## config.mk

```make
export PLATFORM = sky130hd
export DESIGN_NAME = baud_gen_frac
export DESIGN_NICKNAME = d
export VERILOG_FILES = /design/src/rtl/baud_gen_frac.sv
export SDC_FILE = /design/constraint.sdc
export NUM_CORES = 1
export LEC_CHECK = 0
export BUFFER_PORTS_ARGS = -buffer_cell sky130_fd_sc_hd__buf_2
export CAP_MARGIN = 25
export CORE_MARGIN = 2
export CORE_UTILIZATION = 54
export DETAILED_ROUTE_END_ITERATION = 7
export PLACE_DENSITY = 0.76
export SLEW_MARGIN = 20
export SYNTH_ARGS = -nofsm -noshare
export SYNTH_HDL_FRONTEND = slang
export SYNTH_SLANG_ARGS = --single-unit
```

## constraint.sdc

```tcl
create_clock -name Clock -period 2.3 [get_ports Clock]
set_input_delay 0.23 -clock Clock [delete_from_list [all_inputs] [get_ports Clock]]
set_output_delay 0.23 -clock Clock [all_outputs]
set_load 0.05 [all_outputs]
```

## src/rtl/baud_gen_frac.sv

```systemverilog
// Fractional-N baud tick generator: one base divider yields oversample, bit and
// bit-centre clock-enable strobes, with a shadowed divisor applied on bit boundaries.
module baud_gen_frac #(
  parameter int DIV_W      = 16,
  parameter int FRAC_W     = 4,
  parameter int OVERSAMPLE = 16,
  parameter int DEF_INT    = 27,
  parameter int DEF_FRAC   = 2
) (
  input  logic              Clock,
  input  logic              Reset,
  input  logic              Enable,
  input  logic [DIV_W-1:0]  Div_Int,
  input  logic [FRAC_W-1:0] Div_Frac,
  input  logic              Div_Load,
  output logic              Div_Pending,
  input  logic              Rx_Resync,
  output logic              RX_Tick,
  output logic              TX_Tick,
  output logic              RX_Mid
);

  localparam int OS_W = $clog2(OVERSAMPLE);
  localparam logic [OS_W-1:0]   OS_LAST  = OS_W'(OVERSAMPLE - 1);
  localparam logic [OS_W-1:0]   OS_MID   = OS_W'(OVERSAMPLE / 2 - 1);
  localparam logic [DIV_W-1:0]  DIV_MIN  = DIV_W'(2);
  localparam logic [DIV_W-1:0]  DIV_ONE  = DIV_W'(1);
  localparam logic [DIV_W-1:0]  DEF_I    = DIV_W'(DEF_INT);
  localparam logic [FRAC_W-1:0] DEF_F    = FRAC_W'(DEF_FRAC);

  function automatic logic [DIV_W-1:0] clamp_div(input logic [DIV_W-1:0] v);
    if (v < DIV_MIN) begin
      return DIV_MIN;
    end else begin
      return v;
    end
  endfunction

  logic [DIV_W-1:0]  act_int_r, act_int_s, sh_int_r, sh_int_s, cnt_r, cnt_s;
  logic [FRAC_W-1:0] act_frac_r, act_frac_s, sh_frac_r, sh_frac_s, acc_r, acc_s;
  logic [FRAC_W:0]   sum_s;
  logic [OS_W-1:0]   tx_os_r, tx_os_s, rx_os_r, rx_os_s;
  logic              pend_r, pend_s;
  logic              rx_tick_r, tx_tick_r, rx_mid_r;
  logic              rx_tick_s, tx_tick_s, rx_mid_s;
  logic              zero_s, tx_wrap_s, apply_s;

  // Next-state logic: divider reload, fractional carry, os counters, divisor shadow
  always_comb begin
    zero_s     = Enable && (cnt_r == {DIV_W{1'b0}});
    tx_wrap_s  = zero_s && (tx_os_r == OS_LAST);
    // while disabled nothing is counting, so a pending divisor can land at once
    apply_s    = pend_r && (tx_wrap_s || !Enable);
    sum_s      = {1'b0, acc_r} + {1'b0, act_frac_r};
    cnt_s      = cnt_r;
    acc_s      = acc_r;
    act_int_s  = act_int_r;
    act_frac_s = act_frac_r;
    sh_int_s   = sh_int_r;
    sh_frac_s  = sh_frac_r;
    pend_s     = pend_r;
    tx_os_s    = tx_os_r;
    rx_os_s    = rx_os_r;
    rx_tick_s  = zero_s;
    tx_tick_s  = tx_wrap_s;
    rx_mid_s   = zero_s && !Rx_Resync && (rx_os_r == OS_MID);

    if (zero_s) begin
      if (apply_s) begin
        cnt_s = sh_int_r - DIV_ONE;
        acc_s = {FRAC_W{1'b0}};
      end else begin
        acc_s = sum_s[FRAC_W-1:0];
        cnt_s = sum_s[FRAC_W] ? act_int_r : (act_int_r - DIV_ONE);
      end
      tx_os_s = tx_wrap_s ? {OS_W{1'b0}} : (tx_os_r + OS_W'(1));
    end else if (Enable) begin
      cnt_s = cnt_r - DIV_ONE;
    end else begin
      cnt_s = cnt_r;
      if (apply_s) begin
        acc_s = {FRAC_W{1'b0}};
      end else begin
        acc_s = acc_r;
      end
    end

    if (Rx_Resync) begin
      rx_os_s = {OS_W{1'b0}};
    end else if (zero_s) begin
      rx_os_s = rx_os_r + OS_W'(1);
    end else begin
      rx_os_s = rx_os_r;
    end

    if (apply_s) begin
      act_int_s  = sh_int_r;
      act_frac_s = sh_frac_r;
    end else begin
      act_int_s  = act_int_r;
      act_frac_s = act_frac_r;
    end

    // a load coinciding with application is kept pending
    if (Div_Load) begin
      sh_int_s  = clamp_div(Div_Int);
      sh_frac_s = Div_Frac;
      pend_s    = 1'b1;
    end else if (apply_s) begin
      pend_s = 1'b0;
    end else begin
      pend_s = pend_r;
    end
  end

  // State and output registers with synchronous reset to the default divisor
  always_ff @(posedge Clock) begin
    if (Reset) begin
      act_int_r  <= DEF_I;
      act_frac_r <= DEF_F;
      sh_int_r   <= {DIV_W{1'b0}};
      sh_frac_r  <= {FRAC_W{1'b0}};
      pend_r     <= 1'b0;
      cnt_r      <= DEF_I - DIV_ONE;
      acc_r      <= {FRAC_W{1'b0}};
      tx_os_r    <= {OS_W{1'b0}};
      rx_os_r    <= {OS_W{1'b0}};
      rx_tick_r  <= 1'b0;
      tx_tick_r  <= 1'b0;
      rx_mid_r   <= 1'b0;
    end else begin
      act_int_r  <= act_int_s;
      act_frac_r <= act_frac_s;
      sh_int_r   <= sh_int_s;
      sh_frac_r  <= sh_frac_s;
      pend_r     <= pend_s;
      cnt_r      <= cnt_s;
      acc_r      <= acc_s;
      tx_os_r    <= tx_os_s;
      rx_os_r    <= rx_os_s;
      rx_tick_r  <= rx_tick_s;
      tx_tick_r  <= tx_tick_s;
      rx_mid_r   <= rx_mid_s;
    end
  end

  assign RX_Tick     = rx_tick_r;
  assign TX_Tick     = tx_tick_r;
  assign RX_Mid      = rx_mid_r;
  assign Div_Pending = pend_r;

endmodule
```

==> impl_metrics.yaml, run 1 <==
yosys:
  yosys.area.top_type_share: 0.377
  yosys-top-cells-area: "dfxtp_1 38%, nand2_1 6.6%, mux2i_1 6.0%, nor2_1 4.9%, xor2_1 4.8%"
  netlist_area_um2: 3820
  synth.distinct_cells: 55
  async_flop_share: 0
  synthCells: 472
  synthFlopType: "dfxtp_1"
  synth_area_leader_cell: "dfxtp_1"
  yosys_warnings: 0
  syn_avg_cell_area_um2: 8.10
  synth_edf_count: 0
  yosys_register_bits: 72
  syn-num-nets: 508
  ys_seq_area_frac: 0.377
floorplan:
  pin_count: 29
  num_rows: 30
  die_h_um: 88.1
  core_area_um2: 6830
  die_w_um: 88.1
  dieArea_um2: 7770
  start_util: 0.560
setup_path:
  critPathMaxFanout: 6
  worstSetupStartpointType: "flip-flop"
  cp_data_arrival_time_ns: 2.41
  crit_path_end_kind: "flip-flop"
  critPathKind: "flip-flop to flip-flop"
  critical_path_required_ns: 2.53
clock_tree:
  cts_tree: "built"
  clockBufferDepth: 2
  cts.sink_count: 72
  clk_pin_slew_ns: 0.07
  cts_hold_buf: 0
  clock_latency_ns: 0.34
  cts_htree_levels: 3
  cts-root-buf: "clkbuf_8"
  numCtsBuffers: 9
status:
  outcome: "finished clean"
power_and_ir_drop:
  intPower_uw: 2060
  power_frac_seq: 0.489
  combPwrFrac: 0.102
  p_per_area_nw_per_um2: 625
  p_clk_frac: 0.409
  irDropWorstVdd_uv: 422
  cellLeakagePower_uw: 0.00177
  switching_power_uw: 659
  switching_share: 0.242
job:
  maxCapViolations: 0
route:
  avgRoutedWirePerCell_um: 14.6
  first_iter_violations: 144
  first_pass_iters: 5
  ant_nets: 0
  routed_wl_mm: 8.77
  drc: 0
  viasPerCell: 5.70
  vias: 3434
global_route:
  grt_max_degree: 59
  grt.total_usage: 0.243
  overflow: 0
  grt_pass1_wl_mm: 14.9
  grt_antenna_before_repair: 0
  grt_pass1_vias: 3193
timing:
  finalSetupViolCount: 0
  final_hold_viol_count: 0
  max_clock_freq_mhz: 459
  setup_ws_ns: 0.121
  maxSlewHeadroom: 0.591
  tightest_slew_ns: 0.609
  rsz0062_at_grt: "false"
  skew_ns: 0.00546
  post-route-min-period_ns: 2.18
  drv_slew: 0
  timing.final.crit_share: 0.948
  setup_tns_ns: 0
placed_design:
  io_buffers: 28
  place_inst: 585
  pre_cts_ws_ns: 0.119
  place_congestion: 0.933
  dp_hpwl_mm: 6.17
finish:
  areaGrowthSynthToFinish_pct: 13.8
  final_nets: 538
  final_common_cell: "dfxtp_1"
  drive_gt1_frac: 0.142
  antenna_cells: 0
  fillCellCount: 607
  final_cell_mix: "72 x dfxtp_1, 67 x nand2_1, 50 x nor2_1, 33 x a21oi_1, 28 x buf_2"
  regArea_um2: 1440
  multi_input_area_um2: 2240
  final_cells: 602
worst_hold_path:
  hp-class: "input pin to flip-flop"
worst max-delay path, stage by stage, from the launching register on:
cell and delay [ns]:
dfxtp_1 0.34, ha_1 0.17, inv_1 0.06, fa_1 0.38, nand2b_4 0.18, a21oi_4 0.17, buf_6 0.14, nor2_1 0.04
a211oi_1 0.19, o21ai_0 0.11, a221o_1 0.29
routing by layer:
layer / track usage / up-vias / wire, um
li1: - / 1736 / -
met1: 0.326 / 1580 / 4080
met2: 0.396 / 104 / 4110
met3: 0.0320 / 14 / 439
met4: 0.0992 / 0 / 144
met5: 0 / - / 0
through the flow:
step | power, uW | hold slack [ns] | area (um^2) | util
2_1_floorplan | 1550 | 0.307 | 3820 | -
3_3_place_gp | 1620 | 0.443 | 4090 | 0.599
3_5_place_dp | 1630 | 0.454 | 4090 | 0.599
4_1_cts | 2740 | 0.106 | 4310 | 0.631
5_1_grt | 2830 | 0.124 | 4350 | 0.637
6_report | 2720 | 0.123 | 4350 | 0.637
power groups by stage:
stage / clock network, uW / logic, uW / registers [uW]
final: 1110 / 276 / 1330
after global routing: 1180 / 311 / 1340
after CTS: 1140 / 275 / 1330
after detailed placement: 0 / 273 / 1360
after global placement: 0 / 267 / 1360
after floorplan: 0 / 202 / 1350
flip-flops by register name, indices dropped and copies added, names as in the netlist:
name and flops:
act_int_r 16, cnt_r 16, sh_int_r 16, acc_r 4, act_frac_r 4, rx_os_r 4
sh_frac_r 4, tx_os_r 4, Div_Pending 1, RX_Mid 1, RX_Tick 1, TX_Tick 1
Yosys cell counts, drive strengths merged, types with 2 or more instances:
| master | instances |
|---|---|
| and2 | 2 |
| nor2 | 52 |
| and3 | 2 |
| a311oi | 2 |
| nand3b | 2 |
| nand4 | 8 |
| nand3 | 17 |
| a211oi | 3 |
| a21o | 3 |
| a21oi | 34 |
| or4 | 4 |
| xor2 | 21 |
| nand2b | 5 |
| a31oi | 4 |
| dfxtp | 72 |
| o211ai | 8 |
| or3 | 4 |
| inv | 13 |
| or2 | 2 |
| nand4b | 2 |
| nand2 | 67 |
| ha | 10 |
| buf | 12 |
| nor4 | 16 |
| nor3 | 23 |
| mux2i | 23 |
| o22ai | 7 |
| o21ai | 18 |
| clkbuf | 12 |
| xnor2 | 9 |
repair_timing:
| action | in CTS | in global routing |
|---|---|---|
| resized for setup | 0 | 4 |
| endpoints found under the setup margin | 0 | 2 |
| setup buffers | 0 | 1 |
final cells by class:
class | count | share of cell area
multi-input cells | 362 | 0.516
flip-flops and latches | 72 | 0.331
repair buffers | 43 | 0.0627
clock buffers | 12 | 0.0357
well taps | 96 | 0.0276
clock inverters | 3 | 0.0150
inverters | 14 | 0.0121
cells by family after synthesis:
group | after synthesis | synth area share
adder cells (fa/ha/maj) | 11 | 0.0380
multiplexers | 23 | 0.0602
AO/OA/AOI/OAI | 88 | 0.140
flip-flops | 72 | 0.377
XOR/XNOR | 30 | 0.0687
buffers and inverters | 38 | 0.0412
AND/OR/NAND/NOR | 210 | 0.275
path summary, 6_finish.rpt:
| path | depth (start not counted) | slack, ns | startpoint | endpoint |
|---|---|---|---|---|
| setup / recovery | 10 | 0.12 | act_frac_r[0] | cnt_r[1] |
| setup reg to reg | 10 | 0.12 | act_frac_r[0] | cnt_r[1] |
| hold reg to reg | 2 | 0.46 | acc_r[0] | acc_r[0] |
| hold / removal | 2 | 0.12 | Rx_Resync | rx_os_r[0] |
Note: power is estimated with default switching activity, not from simulation.
==> inputs of run 2 (changes only) <==
==> constraint.sdc (replaced) <==
create_clock -name Clock -period 2.3 [get_ports Clock]
set_input_delay 0.115 -clock Clock [delete_from_list [all_inputs] [get_ports Clock]]
set_output_delay 0.115 -clock Clock [all_outputs]
set_load 0.05 [all_outputs]
==> run 2 against run 1 <==
Compared with the run above:
- sequential share of layout area decreased by 0.076 points
- non-clock buffer count increased by 1
- utilization increased by 0.15 points
- clock power about the same
- total power increased by 0.19%
- combinational power about the same
- largest power group unchanged
==> impl_metrics.yaml, run 2 (synthesis results as in run 1) <==
clock_tree:
  cts_tree: "built"
  cts-root-buf: "clkbuf_8"
  numCtsBuffers: 9
  clock_latency_ns: 0.34
  cts.sink_count: 72
  clockBufferDepth: 2
  cts_htree_levels: 3
  clk_pin_slew_ns: 0.07
timing:
  drv_slew: 0
  max_clock_freq_mhz: 458
  maxSlewHeadroom: 0.590
  rsz0062_at_grt: "false"
  fin_hold_ws_ns: 0.0119
  finalSetupViolCount: 0
  timing.final.crit_share: 0.949
  tightest_slew_ns: 0.615
  skew_ns: 0.00585
  final_hold_viol_count: 0
  post-route-min-period_ns: 2.18
  setup_tns_ns: 0
power_and_ir_drop:
  irDropWorstVdd_uv: 424
  p_clk_frac: 0.410
  power_frac_seq: 0.488
  intPower_uw: 2060
  totalPowerFinal_uw: 2730
  switching_power_uw: 663
  switching_share: 0.243
  combPwrFrac: 0.102
  cellLeakagePower_uw: 0.00177
  p_per_area_nw_per_um2: 625
floorplan:
  die_h_um: 88.1
  dieArea_um2: 7770
  start_util: 0.560
  num_rows: 30
  pin_count: 29
  die_w_um: 88.1
  core_area_um2: 6830
global_route:
  overflow: 0
  grt_pass1_wl_mm: 14.9
  grt_antenna_before_repair: 0
  grt.total_usage: 0.243
  grt_pass1_vias: 3199
  grt_max_degree: 59
finish:
  areaGrowthSynthToFinish_pct: 14.0
  final_nets: 539
  drive_gt1_frac: 0.142
  regArea_um2: 1440
  design_area_um2: 4360
  reg.largest.list: "act_int_r x16, cnt_r x16, sh_int_r x16"
  final_common_cell: "dfxtp_1"
  multi_input_area_um2: 2240
  final_util: 0.638
  antenna_cells: 0
  final_cell_mix: "72 x dfxtp_1, 67 x nand2_1, 50 x nor2_1, 33 x a21oi_1, 28 x buf_2"
  fillCellCount: 605
setup_path:
  r2r_end: "cnt_r[1]"
  crit_path_end_kind: "flip-flop"
  worstSetupStartpointType: "flip-flop"
  timing.rr.start: "act_frac_r[0]"
  critPathKind: "flip-flop to flip-flop"
  cp_data_arrival_time_ns: 2.42
  crit_chain: "ha_1, inv_1, fa_1, nand2b_4, a21oi_4, buf_6, nor2_1, a211oi_1, o21ai_0, a221o_1"
  critical_path_required_ns: 2.53
  critPathSlowestCell: "fa_1"
  path_delay_family: "compound AO/OA/AOI/OAI gates"
  rr_worst_depth: 10
  critPathMaxFanout: 6
  max_stage_delay_ns: 0.38
  r2r_slack_ns: 0.12
  crit_buf_inv: 2
route:
  viasPerCell: 5.67
  vias: 3419
  ant_nets: 0
  routed_wl_mm: 8.77
  avgRoutedWirePerCell_um: 14.5
  first_iter_violations: 122
  first_pass_iters: 4
  drc: 0
worst_hold_path:
  hp-start: "Div_Frac[2]"
  hp-class: "input pin to flip-flop"
  holdPathStages: 3
  min_to: "sh_frac_r[2]"
job:
  maxCapViolations: 0
status:
  outcome: "finished clean"
placed_design:
  place_congestion: 0.933
  io_buffers: 28
  post_dp_cell_area_um2: 4090
  dp_hpwl_mm: 6.17
## run 2: worst register-to-register path, stage by stage (launching register included)
cell and delay, ns:
dfxtp_1 0.34, ha_1 0.17, inv_1 0.06, fa_1 0.38, nand2b_4 0.18, a21oi_4 0.18
buf_6 0.14, nor2_1 0.04, a211oi_1 0.19, o21ai_0 0.11, a221o_1 0.29
## run 2: stage by stage
stage                     std cells  setup slack (ns)
after floorplan                 472            0.0465
after global placement          585             0.196
after detailed placement        585             0.119
after CTS                       601             0.110
after global routing            603            0.0134
final                           603             0.117
## run 2: final cells by class
type                            count  share of cell area
Tap cell                           96              0.0275
Clock inverter                      3              0.0149
Timing Repair Buffer               44              0.0648
Clock buffer                       12              0.0356
Sequential cell                    72               0.331
Inverter                           14              0.0121
Multi-Input combinational cell    362               0.514
## run 2: power groups by stage
stage                     clock, uW  sequential (uW)  combinational, uW
after floorplan                   0             1350                202
after global placement            0             1360                267
after detailed placement          0             1360                273
after CTS                      1140             1330                277
after global routing           1180             1340                313
final                          1120             1330                278
## run 2: worst max path at each step
stage | to | start | cells past startpoint | slack [ns]
4_1_cts | cnt_r[1] | act_frac_r[0] | 10 | 0.11
2_1_floorplan | cnt_r[1] | act_frac_r[0] | 10 | 0.05
5_1_grt | cnt_r[1] | act_frac_r[0] | 10 | 0.01
6_report | cnt_r[1] | act_frac_r[0] | 10 | 0.12
3_5_place_dp | cnt_r[1] | act_frac_r[0] | 10 | 0.12
3_3_place_gp | cnt_r[1] | act_frac_r[0] | 10 | 0.20
## run 2: timing repair
item / in CTS / in global routing
setup buffers: 0 / 1
resized for setup: 0 / 4
hold endpoints to repair: 4 / 0
hold buffers: 1 / 0
setup endpoints to repair: 0 / 2
## run 2: per-layer routing
| layer | vias to the layer above | wire length, um | GRT usage |
|---|---|---|---|
| met1 | 1584 | 4140 | 0.326 |
| met3 | 15 | 362 | 0.0320 |
| met4 | 0 | 193 | 0.0992 |
| met2 | 81 | 4070 | 0.397 |
| met5 | - | 0 | 0 |
| li1 | 1739 | - | - |
==> inputs of run 3 (changes only) <==
- CORE_ASPECT_RATIO: not set -> 1.2
==> run 3 against run 2 <==
Compared with the run above:
- combinational power hardly changed
- die area hardly changed
- fmax is 2.2% lower
- worst hold slack worse by 0.00091 ns
- critical path type unchanged
==> impl_metrics.yaml, run 3 (synthesis results as in run 1) <==
setup_path:
  critPathMaxFanout: 6
  critical_path_required_ns: 2.58
  crit_path_frequent_cell: "buf_4"
  max_stage_delay_ns: 0.39
  worstSetupStartpointType: "flip-flop"
  path_delay_family: "simple AND/OR/NAND/NOR gates"
  crit_path_end_kind: "flip-flop"
  critPathKind: "flip-flop to flip-flop"
  crit_buf_inv: 3
  crit_chain: "ha_1, inv_1, fa_1, nand2b_1, a21oi_2, buf_4, buf_4, nor4_1, xor2_1, nor2_1, o21ai_0"
  cp_data_arrival_time_ns: 2.51
  critPathSlowestCell: "nor4_1"
global_route:
  grt_antenna_before_repair: 0
  grt_pass1_wl_mm: 15.0
  grt_max_degree: 59
  grt_pass1_vias: 3264
  overflow: 0
  grt.total_usage: 0.248
power_and_ir_drop:
  p_per_area_nw_per_um2: 603
  intPower_uw: 1910
  switching_share: 0.269
  switching_power_uw: 700
  power_frac_seq: 0.509
  totalPowerFinal_uw: 2610
  cellLeakagePower_uw: 0.00176
  p_clk_frac: 0.383
  irDropWorstVdd_uv: 506
  combPwrFrac: 0.108
route:
  ant_nets: 0
  drc: 0
  avgRoutedWirePerCell_um: 14.7
  vias: 3486
  first_iter_violations: 232
  first_pass_iters: 5
  viasPerCell: 5.83
  routed_wl_mm: 8.77
clock_tree:
  cts_tree: "built"
  clk_pin_slew_ns: 0.08
  cts.sink_count: 72
  cts-root-buf: "clkbuf_8"
  clockBufferDepth: 2
  cts_htree_levels: 3
  numCtsBuffers: 9
  clock_latency_ns: 0.35
timing:
  tightest_slew_ns: 0.654
  final_hold_viol_count: 0
  rsz0062_at_grt: "true"
  maxSlewHeadroom: 0.560
  drv_slew: 0
  setup_tns_ns: 0
  skew_ns: 0.0106
  timing.final.crit_share: 0.971
  max_clock_freq_mhz: 448
  finalSetupViolCount: 0
  post-route-min-period_ns: 2.23
finish:
  final_cell_mix: "72 x dfxtp_1, 67 x nand2_1, 50 x nor2_1, 33 x a21oi_1, 29 x buf_2"
  areaGrowthSynthToFinish_pct: 13.1
  final_cells: 598
  final_nets: 542
  final_common_cell: "dfxtp_1"
  regArea_um2: 1440
  fillCellCount: 626
  antenna_cells: 0
  reg.largest.list: "act_int_r x16, cnt_r x16, sh_int_r x16"
  drive_gt1_frac: 0.145
  multi_input_area_um2: 2230
job:
  maxCapViolations: 0
placed_design:
  place_inst: 577
  dp_hpwl_mm: 6.23
  place_congestion: 0.867
  io_buffers: 28
floorplan:
  start_util: 0.558
  dieArea_um2: 7770
  num_rows: 33
  die_w_um: 80.8
  pin_count: 29
  core_area_um2: 6850
  die_h_um: 96.2
worst_hold_path:
  hp-class: "input pin to flip-flop"
status:
  outcome: "finished clean"
run 3: final timing paths:
check / start / end / slack [ns] / depth (start not counted)
worst max-delay path: act_frac_r[0] / cnt_r[11] / 0.07 / 11
worst min-delay path: Div_Frac[2] / sh_frac_r[2] / 0.01 / 3
worst max register to register: act_frac_r[0] / cnt_r[11] / 0.07 / 11
worst min register to register: sh_frac_r[3] / act_frac_r[3] / 0.46 / 2
run 3: worst min-delay path, delay by kind of cell:
| kind | cells | cell delay (ns) |
|---|---|---|
| buffers and inverters | 1 | 0.08 |
| and+or+nand+nor | 1 | 0.08 |
| muxes | 1 | 0.06 |
run 3: final cells by class:
class | instances | share of cell area
Multi-Input combinational cell | 362 | 0.515
Sequential cell | 72 | 0.333
Timing Repair Buffer | 47 | 0.0689
Clock buffer | 10 | 0.0295
Tap cell | 87 | 0.0252
Clock inverter | 6 | 0.0156
Inverter | 14 | 0.0122
run 3: per-stage QoR:
stage	utilization	hold slack (ns)	cell area [um^2]	setup WS (ns)
5_1_grt	0.631	0.0177	4320	-0.0663
2_1_floorplan	-	0.192	3820	0.0465
3_3_place_gp	0.596	0.347	4090	0.232
4_1_cts	0.627	0.00499	4300	0.125
3_5_place_dp	0.596	0.353	4090	0.147
6_report	0.631	0.0110	4320	0.0669
run 3: timing repair:
action,in CTS,in global routing
gates resized for setup,0,2
hold endpoints to repair,5,0
setup buffers,0,2
hold buffers,2,0
setup endpoints to repair,0,2
run 3: power groups by stage:
stage               Sequential [uW]  Combinational, uW  Clock [uW]
floorplan                      1350                202           0
global placement               1350                271           0
detailed placement             1350                277           0
CTS                            1330                281        1010
global route                   1330                317        1070
finish                         1330                281         998
run 3: per-layer routing:
layer,vias up,global-route usage,part of all wire
met5,-,0,0
li1,1745,-,-
met1,1606,0.312,0.43
met4,0,0.0720,0.020
met2,118,0.419,0.49
met3,17,0.0619,0.055
